## src/rtl/sys_op_sequencer_pkg.sv

```systemverilog
// Shared types for the SYSTEM-instruction sequencer.
//
// Contents:
//   decode_sys_op_t   - decoded SYSTEM-class operation presented by issue
//   sys_seq_state_t   - sequencer FSM state encoding
//   sys_op_fields_t   - fixed-width fields latched when an op is accepted
//   is_csr_op()       - true for the three CSR read-modify-write ops
//   PC_STEP           - instruction size used for the post-CSR redirect
package sys_op_sequencer_pkg;

    typedef enum logic [2:0] {
        SYS_NONE   = 3'd0,
        SYS_CSRRW  = 3'd1,   // swap
        SYS_CSRRS  = 3'd2,   // set bits
        SYS_CSRRC  = 3'd3,   // clear bits
        SYS_ECALL  = 3'd4,
        SYS_EBREAK = 3'd5,
        SYS_MRET   = 3'd6,
        SYS_SRET   = 3'd7
    } decode_sys_op_t;

    typedef enum logic [2:0] {
        SEQ_IDLE  = 3'd0,
        SEQ_DRAIN = 3'd1,
        SEQ_CHECK = 3'd2,
        SEQ_READ  = 3'd3,
        SEQ_WRITE = 3'd4,
        SEQ_FLUSH = 3'd5,
        SEQ_TRAP  = 3'd6
    } sys_seq_state_t;

    typedef struct packed {
        decode_sys_op_t op;
        logic [11:0]    csr;
        logic           rs1_is_zero;
        logic [4:0]     rd;
    } sys_op_fields_t;

    localparam int unsigned PC_STEP = 4;

    function automatic logic is_csr_op(input decode_sys_op_t op);
        return (op == SYS_CSRRW) || (op == SYS_CSRRS) || (op == SYS_CSRRC);
    endfunction

endpackage

```

## src/rtl/sys_op_sequencer_csr_wdata_alu.sv

```systemverilog
// CSR write-data ALU: computes the new CSR value and whether a write happens.
// Kept separate so CSR forwarding logic can reuse the same rules.
//
// Ports:
//   op_i           - decoded sys op
//   rs1_is_zero_i  - rs1 index is x0 (set/clear with x0 must not write)
//   old_i          - current CSR value
//   rs1_i          - rs1 operand
//   new_o          - value to write into the CSR
//   wr_e_o         - a CSR write is architecturally required
module csr_wdata_alu
    import sys_op_sequencer_pkg::*;
#(
    parameter int XLEN = 32
) (
    input  decode_sys_op_t  op_i,
    input  logic            rs1_is_zero_i,
    input  logic [XLEN-1:0] old_i,
    input  logic [XLEN-1:0] rs1_i,
    output logic [XLEN-1:0] new_o,
    output logic            wr_e_o
);

    always_comb begin
        // NOTE: defaults first so every path assigns every output; no latch is inferred.
        new_o  = old_i;
        wr_e_o = 1'b0;
        case (op_i)
            SYS_CSRRW: begin
                new_o  = rs1_i;
                wr_e_o = 1'b1;
            end
            SYS_CSRRS: begin
                new_o  = old_i | rs1_i;
                wr_e_o = !rs1_is_zero_i;
            end
            SYS_CSRRC: begin
                new_o  = old_i & ~rs1_i;
                wr_e_o = !rs1_is_zero_i;
            end
            default: ;
        endcase
    end

endmodule

```

## src/rtl/sys_op_sequencer.sv

```systemverilog
// Serialising controller for SYSTEM-class instructions. Accepts one op from
// issue, waits for the pipeline to drain, asks sys_unit for a legality check,
// then either performs a CSR read-modify-write (writeback + flush to pc+4) or
// raises a trap to commit. Only one op is in flight at a time.
//
// Ports:
//   i_clk, i_rst             clock, synchronous active-high reset
//   i_valid / o_ready        issue handshake (ready only in IDLE)
//   i_op .. i_pc             op fields, latched on accept
//   i_pipe_empty             older instructions fully retired
//   i_kill                   older-instr flush; aborts op before the check
//   o_sys_e, o_sys_*         enable + latched op to sys_unit
//   i_bad_csr, i_trap        sys_unit verdict, sampled in CHECK
//   o_csr_rd_e, o_csr_num    CSR read strobe / address (data next cycle)
//   i_csr_rd_data            CSR read data
//   o_csr_wr_e/_wr_data      CSR write strobe / data
//   o_wb_*                   GPR writeback of the old CSR value
//   o_flush, o_flush_pc      pipeline redirect after a CSR op
//   o_except*                trap request to commit
//   o_stall_cnt              saturating count of stalled DRAIN cycles
module sys_op_sequencer
    import sys_op_sequencer_pkg::*;
#(
    parameter int XLEN        = 32,
    parameter int STALL_CNT_W = 16
) (
    input  logic                   i_clk,
    input  logic                   i_rst,
    input  logic                   i_valid,
    output logic                   o_ready,
    input  decode_sys_op_t         i_op,
    input  logic [11:0]            i_csr,
    input  logic                   i_rs1_is_zero,
    input  logic [XLEN-1:0]        i_rs1_val,
    input  logic [4:0]             i_rd,
    input  logic [XLEN-1:0]        i_pc,
    input  logic                   i_pipe_empty,
    input  logic                   i_kill,
    output logic                   o_sys_e,
    output decode_sys_op_t         o_sys_op,
    output logic [11:0]            o_sys_csr,
    output logic                   o_sys_rs1_is_zero,
    input  logic                   i_bad_csr,
    input  logic                   i_trap,
    output logic                   o_csr_rd_e,
    output logic [11:0]            o_csr_num,
    input  logic [XLEN-1:0]        i_csr_rd_data,
    output logic                   o_csr_wr_e,
    output logic [XLEN-1:0]        o_csr_wr_data,
    output logic                   o_wb_valid,
    output logic [4:0]             o_wb_rd,
    output logic [XLEN-1:0]        o_wb_data,
    output logic                   o_flush,
    output logic [XLEN-1:0]        o_flush_pc,
    output logic                   o_except,
    output logic                   o_except_illegal,
    output decode_sys_op_t         o_except_op,
    output logic [XLEN-1:0]        o_except_pc,
    output logic [STALL_CNT_W-1:0] o_stall_cnt
);

    sys_seq_state_t         state_q,     state_d;
    sys_op_fields_t         fields_q,    fields_d;
    logic [XLEN-1:0]        rs1_q,       rs1_d;
    logic [XLEN-1:0]        pc_q,        pc_d;
    logic                   illegal_q,   illegal_d;
    logic [XLEN-1:0]        flush_pc_q,  flush_pc_d;
    logic [STALL_CNT_W-1:0] stall_cnt_q, stall_cnt_d;
    logic                   sys_e_q,     sys_e_d;
    logic                   csr_rd_e_q,  csr_rd_e_d;
    logic                   flush_q,     flush_d;
    logic                   except_q,    except_d;

    logic [XLEN-1:0]        alu_new;
    logic                   alu_wr_e;
    logic                   in_write;

    csr_wdata_alu #(
        .XLEN (XLEN)
    ) u_csr_wdata_alu (
        .op_i          (fields_q.op),
        .rs1_is_zero_i (fields_q.rs1_is_zero),
        .old_i         (i_csr_rd_data),
        .rs1_i         (rs1_q),
        .new_o         (alu_new),
        .wr_e_o        (alu_wr_e)
    );

    // Next-state and next-output logic. Strobes are computed one cycle early
    // (on the transition into their state) so they come straight from flops.
    always_comb begin
        state_d     = state_q;
        fields_d    = fields_q;
        rs1_d       = rs1_q;
        pc_d        = pc_q;
        illegal_d   = illegal_q;
        flush_pc_d  = flush_pc_q;
        stall_cnt_d = stall_cnt_q;
        sys_e_d     = 1'b0;
        csr_rd_e_d  = 1'b0;
        flush_d     = 1'b0;
        except_d    = 1'b0;

        // Stall cycles are counted even if the op is later killed: the
        // pipeline really was held for them.
        if (state_q == SEQ_DRAIN && !i_pipe_empty && stall_cnt_q != '1) begin
            stall_cnt_d = stall_cnt_q + STALL_CNT_W'(1);
        end

        case (state_q)
            SEQ_IDLE: begin
                if (i_valid && !i_kill) begin
                    fields_d.op          = i_op;
                    fields_d.csr         = i_csr;
                    fields_d.rs1_is_zero = i_rs1_is_zero;
                    fields_d.rd          = i_rd;
                    rs1_d                = i_rs1_val;
                    pc_d                 = i_pc;
                    state_d              = SEQ_DRAIN;
                end
            end
            SEQ_DRAIN: begin
                if (i_kill) begin
                    state_d = SEQ_IDLE;
                end else if (i_pipe_empty) begin
                    state_d = SEQ_CHECK;
                    sys_e_d = 1'b1;
                end
            end
            SEQ_CHECK: begin
                if (i_kill) begin
                    state_d = SEQ_IDLE;
                end else if (i_trap || i_bad_csr) begin
                    state_d   = SEQ_TRAP;
                    except_d  = 1'b1;
                    // A trap op wins over a simultaneous bad-CSR verdict.
                    illegal_d = i_bad_csr && !i_trap;
                end else begin
                    state_d    = SEQ_READ;
                    csr_rd_e_d = 1'b1;
                end
            end
            SEQ_READ: begin
                state_d = SEQ_WRITE;
            end
            SEQ_WRITE: begin
                state_d    = SEQ_FLUSH;
                flush_d    = 1'b1;
                flush_pc_d = pc_q + XLEN'(PC_STEP);
            end
            SEQ_FLUSH: state_d = SEQ_IDLE;
            SEQ_TRAP:  state_d = SEQ_IDLE;
            default:   state_d = SEQ_IDLE;
        endcase
    end

    always_ff @(posedge i_clk) begin
        // NOTE: non-blocking assignments so every flop samples pre-edge values.
        if (i_rst) begin
            state_q     <= SEQ_IDLE;
            fields_q    <= '0;
            rs1_q       <= '0;
            pc_q        <= '0;
            illegal_q   <= 1'b0;
            flush_pc_q  <= '0;
            stall_cnt_q <= '0;
            sys_e_q     <= 1'b0;
            csr_rd_e_q  <= 1'b0;
            flush_q     <= 1'b0;
            except_q    <= 1'b0;
        end else begin
            state_q     <= state_d;
            fields_q    <= fields_d;
            rs1_q       <= rs1_d;
            pc_q        <= pc_d;
            illegal_q   <= illegal_d;
            flush_pc_q  <= flush_pc_d;
            stall_cnt_q <= stall_cnt_d;
            sys_e_q     <= sys_e_d;
            csr_rd_e_q  <= csr_rd_e_d;
            flush_q     <= flush_d;
            except_q    <= except_d;
        end
    end

    assign in_write = (state_q == SEQ_WRITE);

    assign o_ready           = (state_q == SEQ_IDLE);
    // A kill arriving in the CHECK cycle must suppress the enable in that
    // same cycle, so the registered enable is masked combinationally.
    assign o_sys_e           = sys_e_q && !i_kill;
    assign o_sys_op          = fields_q.op;
    assign o_sys_csr         = fields_q.csr;
    assign o_sys_rs1_is_zero = fields_q.rs1_is_zero;

    assign o_csr_rd_e        = csr_rd_e_q;
    assign o_csr_num         = fields_q.csr;

    // Read data only arrives during WRITE, so the write and the writeback are
    // driven straight from it; a reset in that cycle cancels both.
    assign o_csr_wr_e        = in_write && alu_wr_e && !i_rst;
    assign o_csr_wr_data     = in_write ? alu_new : '0;
    assign o_wb_valid        = in_write && is_csr_op(fields_q.op) &&
                               (fields_q.rd != 5'd0) && !i_rst;
    assign o_wb_rd           = fields_q.rd;
    assign o_wb_data         = in_write ? i_csr_rd_data : '0;

    assign o_flush           = flush_q;
    assign o_flush_pc        = flush_pc_q;

    assign o_except          = except_q;
    assign o_except_illegal  = illegal_q;
    assign o_except_op       = fields_q.op;
    assign o_except_pc       = pc_q;

    assign o_stall_cnt       = stall_cnt_q;

endmodule
```

## config.mk

```make
export PLATFORM = sky130hd
export DESIGN_NAME = sys_op_sequencer
export DESIGN_NICKNAME = d
export VERILOG_FILES = /design/src/rtl/sys_op_sequencer_pkg.sv /design/src/rtl/sys_op_sequencer_csr_wdata_alu.sv /design/src/rtl/sys_op_sequencer.sv
export SDC_FILE = /design/constraint.sdc
export NUM_CORES = 1
export LEC_CHECK = 0
export ABC_AREA = 1
export BUFFER_PORTS_ARGS = -buffer_cell sky130_fd_sc_hd__buf_2
export CORE_MARGIN = 2
export CORE_UTILIZATION = 50
export DETAILED_ROUTE_END_ITERATION = 10
export PLACE_DENSITY_LB_ADDON = 0.25
export SKIP_CTS_REPAIR_TIMING = 1
export SYNTH_ARGS = -nofsm -noshare
export SYNTH_HDL_FRONTEND = slang
export SYNTH_SLANG_ARGS = --single-unit
export TNS_END_PERCENT = 20
```

## constraint.sdc

```tcl
create_clock -name i_clk -period 4.41 [get_ports i_clk]
set_clock_uncertainty 0.05 [all_clocks]
set_input_delay 0.441 -clock i_clk [delete_from_list [all_inputs] [get_ports i_clk]]
set_output_delay 0.441 -clock i_clk [all_outputs]
set_load 0.005 [all_outputs]
```

==> results.ini, run 1 <==
[status]
status=finished clean

[pwr]
ir_drop_uv=245.9
leakagePower_uw=0.004732
combPwrFrac_pct=12.8
switching_power_uw=877.2
powerDensity_nw_per_um2=352.8
p_seq_share_pct=42.7
internal_power_uw=2447
p_clk_share_pct=44.5
p_sw_share_pct=26.39
finalPower_uw=3324

[clock_tree]
cts_root_buf=clkbuf_16
htreeDepth=4
clock_latency_ns=0.42
clock_tree.buffer_depth=2
cts_tree=built
cts_sinks=141
path_clk_slew_ns=0.06
numCtsBuffers=17

[drt]
dr.first_iter.drc_count=507
dr.pass1.iters=6
ant_nets=0
drt_wl_total_mm=22.59
route.vias.total=7983
wl_per_cell_um=14.40
vias_per_cell=5.091
drcViolationCount=0

[place]
portBuffers=311
place.gp.congestion=0.9176
place_hpwl_mm=16.30

[worst_setup_path]
crit_path_cell_trace=nor2_2 -> nand2_2 -> inv_2 -> o211ai_1 -> buf_4 -> o21ai_1 -> buf_2
slowest_stage=inv_2
critPathKind=flip-flop to primary output
end_kind=primary output
slowest_delay_ns=0.52
cp.required_ns=3.92
crit_fanout=40
startpoint_type=flip-flop
worstPathArrival_ns=2.45

[global_route]
grt_pass1_vias=7061
antenna_found_initial=0
grt_max_degree=98
gr-total-overflow=0
grt_usage_pct=27.68
grt_pass1_wl_mm=35.74

[cells_and_area]
synthToLayoutAreaGrowth_pct=26.36
nets=1497
final_common_cell=buf_2
n_antenna_cell=0
final_layout_size_suffix_gt1_share_pct=29.99
final_cell_mix=311 x buf_2, 188 x nand2_1, 188 x nor2_1

[yosys]
synth_cells=1105
synth.area.top_cells=dfxtp_1 38%, nand2_1 9.5%, nor2_1 9.5%
yosysTopAreaCellShare_pct=37.85
yosysWarnings=0
syn-cell-area_um2=7457
synth-seq-cells=141
syn-num-nets=1231
yosysUniqueCellTypes=37
syn_avg_cell_area_um2=6.749
synth-seq-area-share_pct=37.85
yosys.area.top_type=dfxtp_1

[sta]
rsz0062_at_grt=false
tightest_slew_ns=0.9798
fmax_ghz=0.3404
hold_violations=0
drv_slew=0
report.final.setup_viol=0
timing.setup.tns_ns=0
slew_headroom_pct=34.68
min_period_ns=2.937
period_share_pct=66.61

[floorplanning]
die-height_um=126.1
coreArea_um2=14530
io_pins=312
die-area_um2=15910
die_x_um=126.1
start_util_pct=51.31
rows=44

[min_path]
hold_class=input pin to flip-flop

[job]
cap_violations=0

## state kept, by name (all words and copies together), names as in the netlist, 3 cells and up
| name | cells |
|---|---|
| o_csr_num | 12 |
| o_except_op | 3 |
| o_except_pc | 32 |
| o_flush_pc | 32 |
| o_stall_cnt | 16 |
| o_wb_rd | 5 |
| rs1_q | 32 |
| state_q | 3 |
## metal layers
layer  wire length (um)  vias up  GRT usage, %
li1                   -     4026             -
met1               9728     3644         35.53
met2              10950      289         46.46
met3               1552       24         7.052
met4                354        0         7.434
met5                  0        -             0
## power by group through the flow
| stage | clock network [uW] | logic, uW | registers, uW |
|---|---|---|---|
| after floorplan | 0 | 285 | 1440 |
| after global placement | 0 | 416 | 1440 |
| after detailed placement | 0 | 423 | 1450 |
| after CTS | 1490 | 426 | 1420 |
| after global routing | 1560 | 474 | 1430 |
| final | 1480 | 424 | 1420 |
## Yosys cell counts (all sizes together)
| library cell | instances |
|---|---|
| nor2 | 214 |
| nand2 | 205 |
| o21ai | 175 |
| inv | 142 |
| dfxtp | 141 |
| a21oi | 80 |
| buf | 50 |
| nand3 | 42 |
| clkbuf | 19 |
| nand4 | 8 |
| xor2 | 7 |
| xnor2 | 4 |
| a211oi | 3 |
| nor3 | 3 |
| a31oi | 2 |
| and2 | 2 |
| ha | 2 |
| nand3b | 2 |
| nor3b | 1 |
| o211ai | 1 |
| o21bai | 1 |
| o22ai | 1 |
## worst paths after layout
kind / from / to / slack, ns / cells past startpoint
worst max-delay path: state_q[0] / o_csr_wr_data[16] / 1.47 / 7
worst max register to register: state_q[0] / rs1_q[21] / 2.04 / 7
worst min register to register: rs1_q[0] / rs1_q[0] / 0.42 / 2
worst min-delay path: i_pc[7] / o_except_pc[7] / 0.21 / 3
## per-stage QoR
stage          cells  hold WS, ns  setup WS, ns  util [%]  area, um^2
2_1_floorplan   1105       0.3894         2.723         -        7457
3_3_place_gp    1536       0.3995         1.774     60.63        8812
3_5_place_dp    1536       0.4079         1.751     60.63        8812
4_1_cts         1568       0.1989         1.444     64.83        9423
5_1_grt         1568       0.1965         1.281     64.83        9423
6_report        1568       0.2067         1.473     64.83        9423
## critical path: cells and delay by family (launching register included)
kind | cells | cell delay [ns]
AND/OR/NAND/NOR | 2 | 0.27
buffers and inverters | 3 | 0.96
AO/OA/AOI/OAI | 2 | 0.43
flip-flops | 1 | 0.36
## area by class of cell
class,instances,area [um^2]
fillers,1366,5111
inverters,142,534.3
multi-input cells,753,3631
well taps,184,230.2
repair buffers,316,1594
clock inverters,11,140.1
flip-flops and latches,141,2823
clock buffers,21,470.5
## cells by family after synthesis
| kind of cell | share of synthesized area [%] |
|---|---|
| buffers and inverters | 13.46 |
| AOI/OAI and AO/OA | 18.61 |
| DFF | 37.85 |
| xor gates and xnor gates | 1.292 |
| and+or+nand+nor | 28.46 |
| adders and majority gates | 0.3355 |
(Power assumes the default switching activity.)
==> inputs of run 2 (changes only) <==
--- a/config.mk
+++ b/config.mk
@@ -5,10 +5,10 @@
 export SDC_FILE = /design/constraint.sdc
 export NUM_CORES = 1
 export LEC_CHECK = 0
-export ABC_AREA = 1
+export ABC_AREA = 0
 export BUFFER_PORTS_ARGS = -buffer_cell sky130_fd_sc_hd__buf_2
 export CORE_MARGIN = 2
-export CORE_UTILIZATION = 50
+export CORE_UTILIZATION = 43
 export DETAILED_ROUTE_END_ITERATION = 10
 export PLACE_DENSITY_LB_ADDON = 0.25
 export SKIP_CTS_REPAIR_TIMING = 1
==> constraint.sdc (replaced) <==
create_clock -name i_clk -period 2.7 [get_ports i_clk]
set_clock_uncertainty 0.05 [all_clocks]
set_input_delay 0.27 -clock i_clk [delete_from_list [all_inputs] [get_ports i_clk]]
set_output_delay 0.27 -clock i_clk [all_outputs]
set_load 0.005 [all_outputs]
==> run 2 against run 1 <==
Net effect: the flow now finishes with violations (negative hold slack); global-route usage shrank 2.8 points; sequential cell count unchanged; utilization down 7.2 points; die area increased by 6.7%; count of clock-buffer cells in the layout grew 2; via count fell by 9.2%; worst setup slack worse by 1.2 ns; sequential share of layout area grew 1.2 points; final cell count shrank 10%; worst hold slack got worse by 0.21 ns; combinational power grew 27%; highest routed layer is now met5.
==> results.ini, run 2 <==
[yosys]
synth.most_common_cell=nand2_1
syn-num-nets=1033
yosysUniqueCellTypes=50
synth-seq-cells=141
yosysTopAreaCellShare_pct=41.16
synth-seq-area-share_pct=41.16
yosysWarnings=0
synthFlopType=dfxtp_1
synth_edf_count=0
yosys-top-cells-count=226 x nand2_1, 141 x dfxtp_1, 126 x a21oi_1
syn-cell-area_um2=6858
synth.area.top_cells=dfxtp_1 41%, nand2_1 12%, a21oi_1 9.2%
yosys.area.top_type=dfxtp_1
async_reset_ff_share_pct=0
synth_cells=907
syn_avg_cell_area_um2=7.561

[clock_tree]
clock_tree.buffer_depth=2
cts_root_buf=clkbuf_16
numCtsBuffers=17
cts_tree=built
clock_latency_ns=0.42
htreeDepth=4
cts_sinks=141
path_clk_slew_ns=0.06

[cells_and_area]
final_common_cell=buf_2
nets=1303
final_layout_size_suffix_gt1_share_pct=32.61
fill_cells=1552
fin_util_pct=57.66
fin_cells=1407
final_cell_mix=310 x buf_2, 225 x nand2_1, 141 x dfxtp_1
synthToLayoutAreaGrowth_pct=32.11

[floorplanning]
die-height_um=130.3
coreArea_um2=15710
rows=46
die_x_um=130.3
die-area_um2=16970
io_pins=312
start_util_pct=43.65

[global_route]
grt_usage_pct=24.87
gr-total-overflow=0
grt_pass1_wl_mm=33.18
grt_max_degree=58
antenna_found_initial=2
grt_pass1_vias=6553

[sta]
timing.setup.tns_ns=0
period_share_pct=88.05
report.final.setup_viol=0
fmax_ghz=0.4206
drv_slew=0
hold_violations=1
rsz0062_at_grt=false
hold_ws_ns=-0.002723
min_period_ns=2.377
tightest_slew_ns=0.6395
slew_headroom_pct=57.25

[place]
portBuffers=311
place_hpwl_mm=15.55
dp.cells=1374
place.gp.congestion=0.8701

[pwr]
ir_drop_uv=471.7
internal_power_uw=3754
finalPower_uw=5048
p_clk_share_pct=44.9
p_sw_share_pct=25.64
powerDensity_nw_per_um2=557.1
switching_power_uw=1294
combPwrFrac_pct=10.7
p_seq_share_pct=44.4
leakagePower_uw=0.004102

[worst_setup_path]
reg2regPathDepth=5
end_kind=primary output
cp.required_ns=2.38
critPathKind=flip-flop to primary output
crit_fanout=31
startpoint_type=flip-flop
worstPathArrival_ns=2.06

[status]
status=finished, violations left
failed_checks=negative hold slack

[drt]
drcViolationCount=0
vias_per_cell=5.153
wl_per_cell_um=15.36
drt_wl_total_mm=21.61
dr.first_iter.drc_count=396
ant_nets=0
dr.pass1.iters=5
route.vias.total=7250

[min_path]
hold_depth=2
hold_class=input pin to flip-flop

[job]
cap_violations=0

run 2: cell count changes in the layout (fill, tap and decap cells not counted), moves of 27 or more:
cell and change:
and3_1 +38, a21oi_1 +57, o21ai_0 -31, nand3_1 -27
o21ai_1 -105, nand2_1 +37, nor2_1 -131, nor2b_1 +36
inv_1 -127
run 2: final timing paths:
path | start | endpoint | slack, ns
worst max-delay path | state_q[0] | o_wb_valid | 0.32
worst min-delay path | i_trap | o_csr_rd_e | -0.003
worst max register to register | o_except_pc[2] | o_flush_pc[20] | 0.59
worst min register to register | o_flush_pc[1] | o_flush_pc[1] | 0.40
run 2: power groups by stage:
stage                     sequential, uW  combinational (uW)  clock, uW
final                               2240                 540       2260
after CTS                           2240                 544       2300
after global placement              2280                 536          0
after floorplan                     2270                 308          0
after global routing                2250                 605       2400
after detailed placement            2290                 541          0
run 2: logic make-up (layout without fill, tap and decap cells):
kind of cell / count (synthesis) / after routing / synth area share [%]
adders and majority gates: 2 / 2 / 0.3648
other: 0 / 1 / 0
xor gates and xnor gates: 38 / 38 / 4.853
DFF: 141 / 141 / 41.16
buffers and inverters: 88 / 371 / 6.130
muxes: 1 / 1 / 0.1460
AOI/OAI and AO/OA: 203 / 203 / 16.66
and+or+nand+nor: 434 / 434 / 30.69
run 2: layout make-up:
| class | count | area, um^2 | share of cell area (%) |
|---|---|---|---|
| antenna | 1 | 2.502 | 0.02762 |
| clock buffer | 23 | 488.0 | 5.386 |
| clock inverter | 9 | 86.33 | 0.9529 |
| inverter | 6 | 22.52 | 0.2486 |
| multi-input combinational | 678 | 3631 | 40.08 |
| sequential | 141 | 2823 | 31.16 |
| tap | 216 | 270.3 | 2.983 |
| timing repair buffer | 333 | 1737 | 19.17 |
run 2: stage by stage:
step	instance area (um^2)	setup WS (ns)
3_3_place_gp	8483	0.6776
6_report	9060	0.3225
2_1_floorplan	6858	0.8114
4_1_cts	9057	0.3074
3_5_place_dp	8483	0.6415
5_1_grt	9060	0.1502
run 2: critical path, cell delays in order, from the launching register on:
cell and delay [ns]:
dfxtp_1 0.42, nor2_2 0.17, buf_4 0.25, nand2_1 0.11
buf_4 0.25, nor4_1 0.26, buf_2 0.17
run 2: routing by layer:
metal	part of all wire (%)	GRT usage (%)	wire length, um	up-vias
li1	-	-	-	3605
met1	42	30.11	8998	3319
met2	48	40.90	10290	277
met3	7.1	6.519	1541	47
met4	3.5	12.59	761	2
met5	0.051	0	11	-
